File: config.mk
export PLATFORM = sky130hd
export DESIGN_NAME = rr_arbiter_4
export DESIGN_NICKNAME = d
export VERILOG_FILES = /design/src/rtl/rr_arbiter_4.sv
export SDC_FILE = /design/constraint.sdc
export NUM_CORES = 1
export LEC_CHECK = 0
export ABC_CLOCK_PERIOD_IN_PS = 2000
export BUFFER_PORTS_ARGS = -buffer_cell sky130_fd_sc_hd__buf_4
export CORE_AREA = 2 2 39 41
export CTS_CLUSTER_SIZE = 14
export DETAILED_ROUTE_END_ITERATION = 10
export DIE_AREA = 0 0 41 43
export GPL_ROUTABILITY_DRIVEN = 0
export GPL_TIMING_DRIVEN = 0
export PLACE_DENSITY = 0.69
export SYNTH_ARGS = -nofsm -noshare
export SYNTH_HDL_FRONTEND = slang
export SYNTH_SLANG_ARGS = --single-unit
File: constraint.sdc
create_clock -name clk -period 2 [get_ports clk]
set_input_delay 0.4 -clock clk [delete_from_list [all_inputs] [get_ports clk]]
set_output_delay 0.4 -clock clk [all_outputs]
set_load 0.02 [all_outputs]
File: src/rtl/rr_arbiter_4.sv
// Four-way round-robin arbiter with registered one-hot grant and a one-cycle turnaround.
// Define RR_ARB_TIMEOUT_EN to revoke a grant after HOLD_MAX cycles and pulse timeout.
module rr_arbiter_4 #(
  parameter int unsigned HOLD_MAX = 8
) (
  input  logic       clk,
  input  logic       rst,
  input  logic [3:0] req,
  input  logic       done,
  output logic [3:0] gnt,
  output logic [1:0] gnt_idx,
  output logic       gnt_valid,
  output logic       timeout
);

  typedef enum logic {StIdle, StGrant} state_e;

  state_e     state_q, state_d;
  logic [3:0] gnt_q, gnt_d;
  logic [1:0] gnt_idx_q, gnt_idx_d;
  logic       gnt_valid_q, gnt_valid_d;
  logic       timeout_q, timeout_d;
  logic [1:0] last_q, last_d;
  logic [7:0] hold_q, hold_d;

  logic       win_found;
  logic [1:0] win_idx;
  logic [1:0] cand;
  logic       rel;
  logic       hold_hit;
  logic       revoke;

  // Search order last+1, last+2, last+3, last; first asserted request wins.
  always_comb begin
    win_found = 1'b0;
    win_idx   = last_q;
    cand      = '0;
    for (int unsigned k = 1; k <= 4; k++) begin
      cand = last_q + 2'(k);
      if (!win_found && req[cand]) begin
        win_found = 1'b1;
        win_idx   = cand;
      end
    end
  end

  assign rel      = (state_q == StGrant) && (done || !req[gnt_idx_q]);
  assign hold_hit = (hold_q == 8'(HOLD_MAX - 1));

`ifdef RR_ARB_TIMEOUT_EN
  // A normal release in the same cycle takes precedence over the timeout.
  assign revoke = (state_q == StGrant) && !rel && hold_hit;
`else
  logic unused_hold;
  assign unused_hold = hold_hit;
  assign revoke      = 1'b0;
`endif

  always_ff @(posedge clk or posedge rst) begin
    if (rst) begin
      state_q     <= StIdle;
      gnt_q       <= '0;
      gnt_idx_q   <= '0;
      gnt_valid_q <= 1'b0;
      timeout_q   <= 1'b0;
      last_q      <= 2'd3;
      hold_q      <= '0;
    end else begin
      state_q     <= state_d;
      gnt_q       <= gnt_d;
      gnt_idx_q   <= gnt_idx_d;
      gnt_valid_q <= gnt_valid_d;
      timeout_q   <= timeout_d;
      last_q      <= last_d;
      hold_q      <= hold_d;
    end
  end

  always_comb begin
    state_d = state_q;
    unique case (state_q)
      StIdle:  if (win_found) state_d = StGrant;
      StGrant: if (rel || revoke) state_d = StIdle;
      default: state_d = StIdle;
    endcase
  end

  always_comb begin
    gnt_d       = '0;
    gnt_idx_d   = gnt_idx_q;
    gnt_valid_d = 1'b0;
    timeout_d   = revoke;
    last_d      = last_q;
    hold_d      = hold_q;
    unique case (state_q)
      StIdle: begin
        if (win_found) begin
          gnt_d       = 4'b0001 << win_idx;
          gnt_idx_d   = win_idx;
          gnt_valid_d = 1'b1;
          last_d      = win_idx;
          hold_d      = '0;
        end
      end
      StGrant: begin
        hold_d = hold_q + 8'd1;
        if (!(rel || revoke)) begin
          gnt_d       = gnt_q;
          gnt_valid_d = 1'b1;
        end
      end
      default: ;
    endcase
  end

  assign gnt       = gnt_q;
  assign gnt_idx   = gnt_idx_q;
  assign gnt_valid = gnt_valid_q;
  assign timeout   = timeout_q;

endmodule

# [Word level (Yosys, flattened, before mapping)]
# Index checks and enable logic that the tools add are counted.
# W data, S select, Z words.
[classes] n_reduce_logical=10 muxes=24 multipliers=0 eq_ne=1 shift=1 magnitude_cmp=5 div_mod_pow=0 bitwise_logic=1 n_addsub=3
[ops] cell="$lt A2 B3 Y1 const B" n=5
[ops] cell="$mux W1" n=11
[ops] cell="$bmux W1 S2" n=5
[ops] cell="$mux W2" n=4
[ops] cell="$mux W4" n=2
[ops] cell="$pmux W4 S2" n=1
[ops] cell="$add A2 B2 Y2 const B" n=2
[ops] cell="$logic_and A1 B1 Y1" n=4
[ops] cell="$logic_not A1 Y1" n=4
[ops] cell="$shl A1 B2 Y4 const A" n=1
[ops] cell="$add A2 B1 Y2 const B" n=1
[ops] cell="$ne A2 B1 Y1 const B" n=1
[ops] cell="$pmux W1 S2" n=1
[ops] cell="$reduce_and A2 Y1" n=1
[ops] cell="$logic_or A1 B1 Y1" n=1
[ops] cell="$not A1 Y1" n=1
[word_totals] memories=0 ram_bits=0 romBits=0 ff_bits=9 in_bits=7 latch_bits=0

# [Longest topological paths before layout]
[logic_depth] depth_word=16 depth_mapped=5

# [Worst setup path before layout]
# OpenSTA, ideal clock, no wires.
[synth_timing] path_kind="register -> register" from="register last_q[1]" to="register gnt_q[1], in the netlist gnt[1]" arrival_time_ns=1.376 path_stages_with_launch=6 setup_slack_ns=0.502 synth_period_minus_slack_ns=1.498 cell_sequence="dfstp_2 buf_6 or2b_1 a21oi_2 or3_1 a32o_1"
[synth_between] elab_chain_len=16
[synth_rtl] item="from (decl)" line="23" text="logic [1:0] last_q, last_d;"
[synth_rtl] item="from (signal assigned)" line="74" text="last_q <= last_d;"
[synth_rtl] item="$add A2 B1 Y2" line="39" text="cand = last_q + 2'(k);"
[synth_rtl] item="$bmux W1 S2" line="40" text="if (!win_found && req[cand]) begin"
[synth_rtl] item="$mux W1 (implied by the code)" line="40"
[synth_rtl] item="$mux W1" line="40"
[synth_rtl] item="$logic_not A1 Y1" line="40"
[synth_rtl] item="$logic_and A1 B1 Y1" line="40"
[synth_rtl] item="$mux W1" line="40"
[synth_rtl] item="$logic_not A1 Y1" line="40"
[synth_rtl] item="$logic_and A1 B1 Y1" line="40"
[synth_rtl] item="$mux W1" line="40"
[synth_rtl] item="$logic_not A1 Y1" line="40"
[synth_rtl] item="$logic_and A1 B1 Y1" line="40"
[synth_rtl] item="$mux W2" line="40"
[synth_rtl] item="$shl A1 B2 Y4" line="98" text="gnt_d = 4'b0001 << win_idx;"
[synth_rtl] item="$mux W4 (*)" line="97" text="if (win_found) begin"
[synth_rtl] item="$pmux W4 S2 (*)" line="95" text="unique case (state_q)"
[synth_rtl] item="to (signal assigned)" line="70" text="gnt_q <= gnt_d;"
[synth_rtl] item="to (decl)" line="19" text="logic [3:0] gnt_q, gnt_d;"
# Mark *: on every way between the ends. The rest lies on a longest branch, timed or not. The select of a mux whose other input is x is not followed.
# A chain may end at the register's enable or synchronous reset.

# [Final worst setup path]
# Ends and elaborated chain as after synthesis.

==> results.cfg <==
[finish]
layout.area.seq_sq_um = 227.7
multi_input_area_sq_um = 257.7
n_fill_cell = 148
design_area_sq_um = 659.4
num-nets-final = 74
syn_to_final_growth_pct = 27.91
drive_gt1_share_pct = 37.88
num_antenna_cells = 0

[clocking]
cts.repair_timing.setup_buffer_count = 0
clk-insertion-delay-late_ns = 0.25
cts_root_buffer = clkbuf_4
tritoncts_num_sinks = 9
clock_tree.buffer_depth = 2
cts-buffers-inserted = 3
cts_htree_levels = 1
cts.clk_slew.worst_paths_ns = 0.06
cts_resized = 0
cts_tree = yes
number_of_buffers_added_to_fix_hold_violations_after_cts = 0

[critical_path]
worst-endpoint-required_ns = 2.14
critical_path.cell_chain = buf_6 -> or2b_1 -> a21oi_2 -> or3_1 -> a32o_1
worst_r2r_startpoint = last_q[1]
cp_slowest_stage_delay_ns = 0.52
r2r_setup_slack_ns = 0.42
maximum_fanout_encountered_on_the_critical_timing_path = 8
worstSetupStartpoint = last_q[1]
worst_path_cell_with_the_longest_stage_delay = dfstp_2
critical_path_start_type = flip-flop
worst_setup_path_end_kind = flip-flop
timing_worst_setup_path_type = flip-flop to flip-flop
worst-endpoint-arrival_ns = 1.73

[yosys]
number_of_synthesized_register_bits = 9
yosysTopAreaCell = dfrtp_1
synth_top_cells_by_count = dfrtp_1, nor2_1, a21oi_1, inv_1
synth_nets = 56
top_area_cell_type_share_of_the_netlist_area_pct = 33.98
synth_area_sq_um = 515.5
asyncSetResetFlopFracSynth_pct = 100.0
top_count_cell_post_synth = dfrtp_1
synth_warnings = 0
count_of_flip_flops_with_a_built_in_enable_after_synthesis = 0
seq_area_frac_synth_pct = 44.17
syn-instance-count = 49
yosysUniqueCellTypes = 28
synth_area_per_cell_sq_um = 10.52
synth-main-ff-cell = dfrtp_1
post_synth_main_area_contributors = dfrtp_1, dfstp_2, a2111oi_4, nor4b_4, nor2_1

[die]
die_area_sq_um = 1763
initial_utilization_pct = 37.25
core_region_area_sq_um = 1384
row_count = 14
io_pins = 15
fp.dieH_um = 43
die_x_um = 41

[pwr]
power_leakage_nw = 0.3059
internal_power_mw = 0.6266
netSwitchingPower_mw = 0.4487
power_density_nw_per_um2 = 1631
comb_power_share_pct = 53.5
power.share.switching_pct = 41.73
post-layout-total-power_mw = 1.075
power.clock.fraction_pct = 12.7
irDropWorstVdd_uv = 612.6
pwr-share-seq_pct = 33.8

[sta]
grt_setup_unrepaired = no
final.hold.worst_slack_ns = 0.1035
post_layout_min_period_ns = 1.584
achievable-frequency_mhz = 631.2
hold_viol_final = 0
fin_tns_setup_ns = 0
final.period_utilization_pct = 79.21
clock-skew-final_ns = 0.002048
final_max_slew_viol_count = 0
setup_viol = 0

[place]
place_area_sq_um = 633.1
buffer_ports.inserted = 13
dpl.hpwl_um = 786

[run_status]
status = complete, no violations

[grt]
grt_util_all_layers_pct = 13.47
via_count_of_the_first_global_routing_pass = 373
globalRouteOverflowTotal = 0
antenna_violations_before_repair = 0
grt_max_degree = 11
first_pass_grt_wire_length_um = 1587

[route]
initialDrtViolationCount = 4
antenna_violating_nets_post_route = 0
dr.pass1.iters = 4
vias = 416
drt_wl_total_um = 1025
drt_drc_violations_left = 0
detail_route.vias_per_cell = 5.073
drt-wirelength-per-cell_um = 12.50

[run]
maxCapViolations = 0

[min_path]
hold_path.class = input pin to async pin
## cell type report
type	count	share of cell area, %
Timing Repair Buffer	13	14.80
Buffer	2	2.846
Clock buffer	4	3.985
Inverter	3	1.708
Tap cell	16	3.036
Multi-Input combinational cell	35	39.09
Sequential cell	9	34.54
## cell families (layout without fill, tap and decap cells)
kind of cell           after synthesis  in the layout  share of synthesized area, %
flip-flops                           9              9                         44.18
AO/OA/AOI/OAI                       14             14                         24.03
AND/OR/NAND/NOR                     19             19                         23.31
buffers and inverters                5             22                         5.825
multiplexers                         1              1                         1.942
other                                1              1                        0.7275
## worst paths after layout
check | end | cells after the start
setup / recovery | gnt[1] | 5
hold / removal | gnt_idx[1] | 2
setup reg to reg | gnt[1] | 5
hold reg to reg | gnt[3] | 1
max in group asynchronous | last_q[1] | 2
min in group clk | gnt[3] | 1
## power groups by stage
stage                     clock network [mW]  logic [mW]  registers [mW]
after global routing                   0.151       0.619           0.379
after detailed placement                   0       0.577           0.369
final                                  0.136       0.575           0.364
after floorplan                            0       0.312           0.443
after global placement                     0       0.567           0.366
after CTS                              0.140       0.582           0.365
## layout by cell type (no fill, tap or decap), types with 2 or more instances in the layout
cell type | synthesis | layout
a32o_1 | 2 | 2
nand2_1 | 2 | 2
nor2_1 | 6 | 6
a22o_1 | 2 | 2
clkbuf_4 | 0 | 3
dfstp_2 | 2 | 2
inv_1 | 3 | 3
a21oi_1 | 3 | 3
a211oi_1 | 2 | 2
dfrtp_1 | 7 | 7
buf_4 | 1 | 14
o21ai_0 | 2 | 2
## state kept, by name (all words and copies together), names as in the netlist
signal and count:
last_q 2, gnt_idx 2, gnt_valid 1, gnt 4
## metrics by stage
stage               std cells  setup WS [ns]  utilization (%)
floorplan                  49         0.5024                -
global placement           78         0.4396            45.75
detailed placement         78         0.4277            45.75
CTS                        82         0.4095            47.65
global route               82         0.3708            47.65
finish                     82         0.4157            47.65
## worst max-delay path, delay by kind of cell, from the launching register on
kind | cells | cell delay (ns)
compound gates | 2 | 0.33
buf+inv | 1 | 0.11
flops | 1 | 0.52
simple gates | 2 | 0.50
## metal layers
| metal | wire [um] | vias up | global-route usage (%) |
|---|---|---|---|
| li1 | - | 210 | - |
| met1 | 478 | 194 | 17.63 |
| met2 | 483 | 12 | 19.38 |
| met3 | 63 | 0 | 3.141 |
| met4 | 0 | 0 | 8.000 |
| met5 | 0 | - | 0 |
No activity file was read; power rests on OpenSTA's default activity.
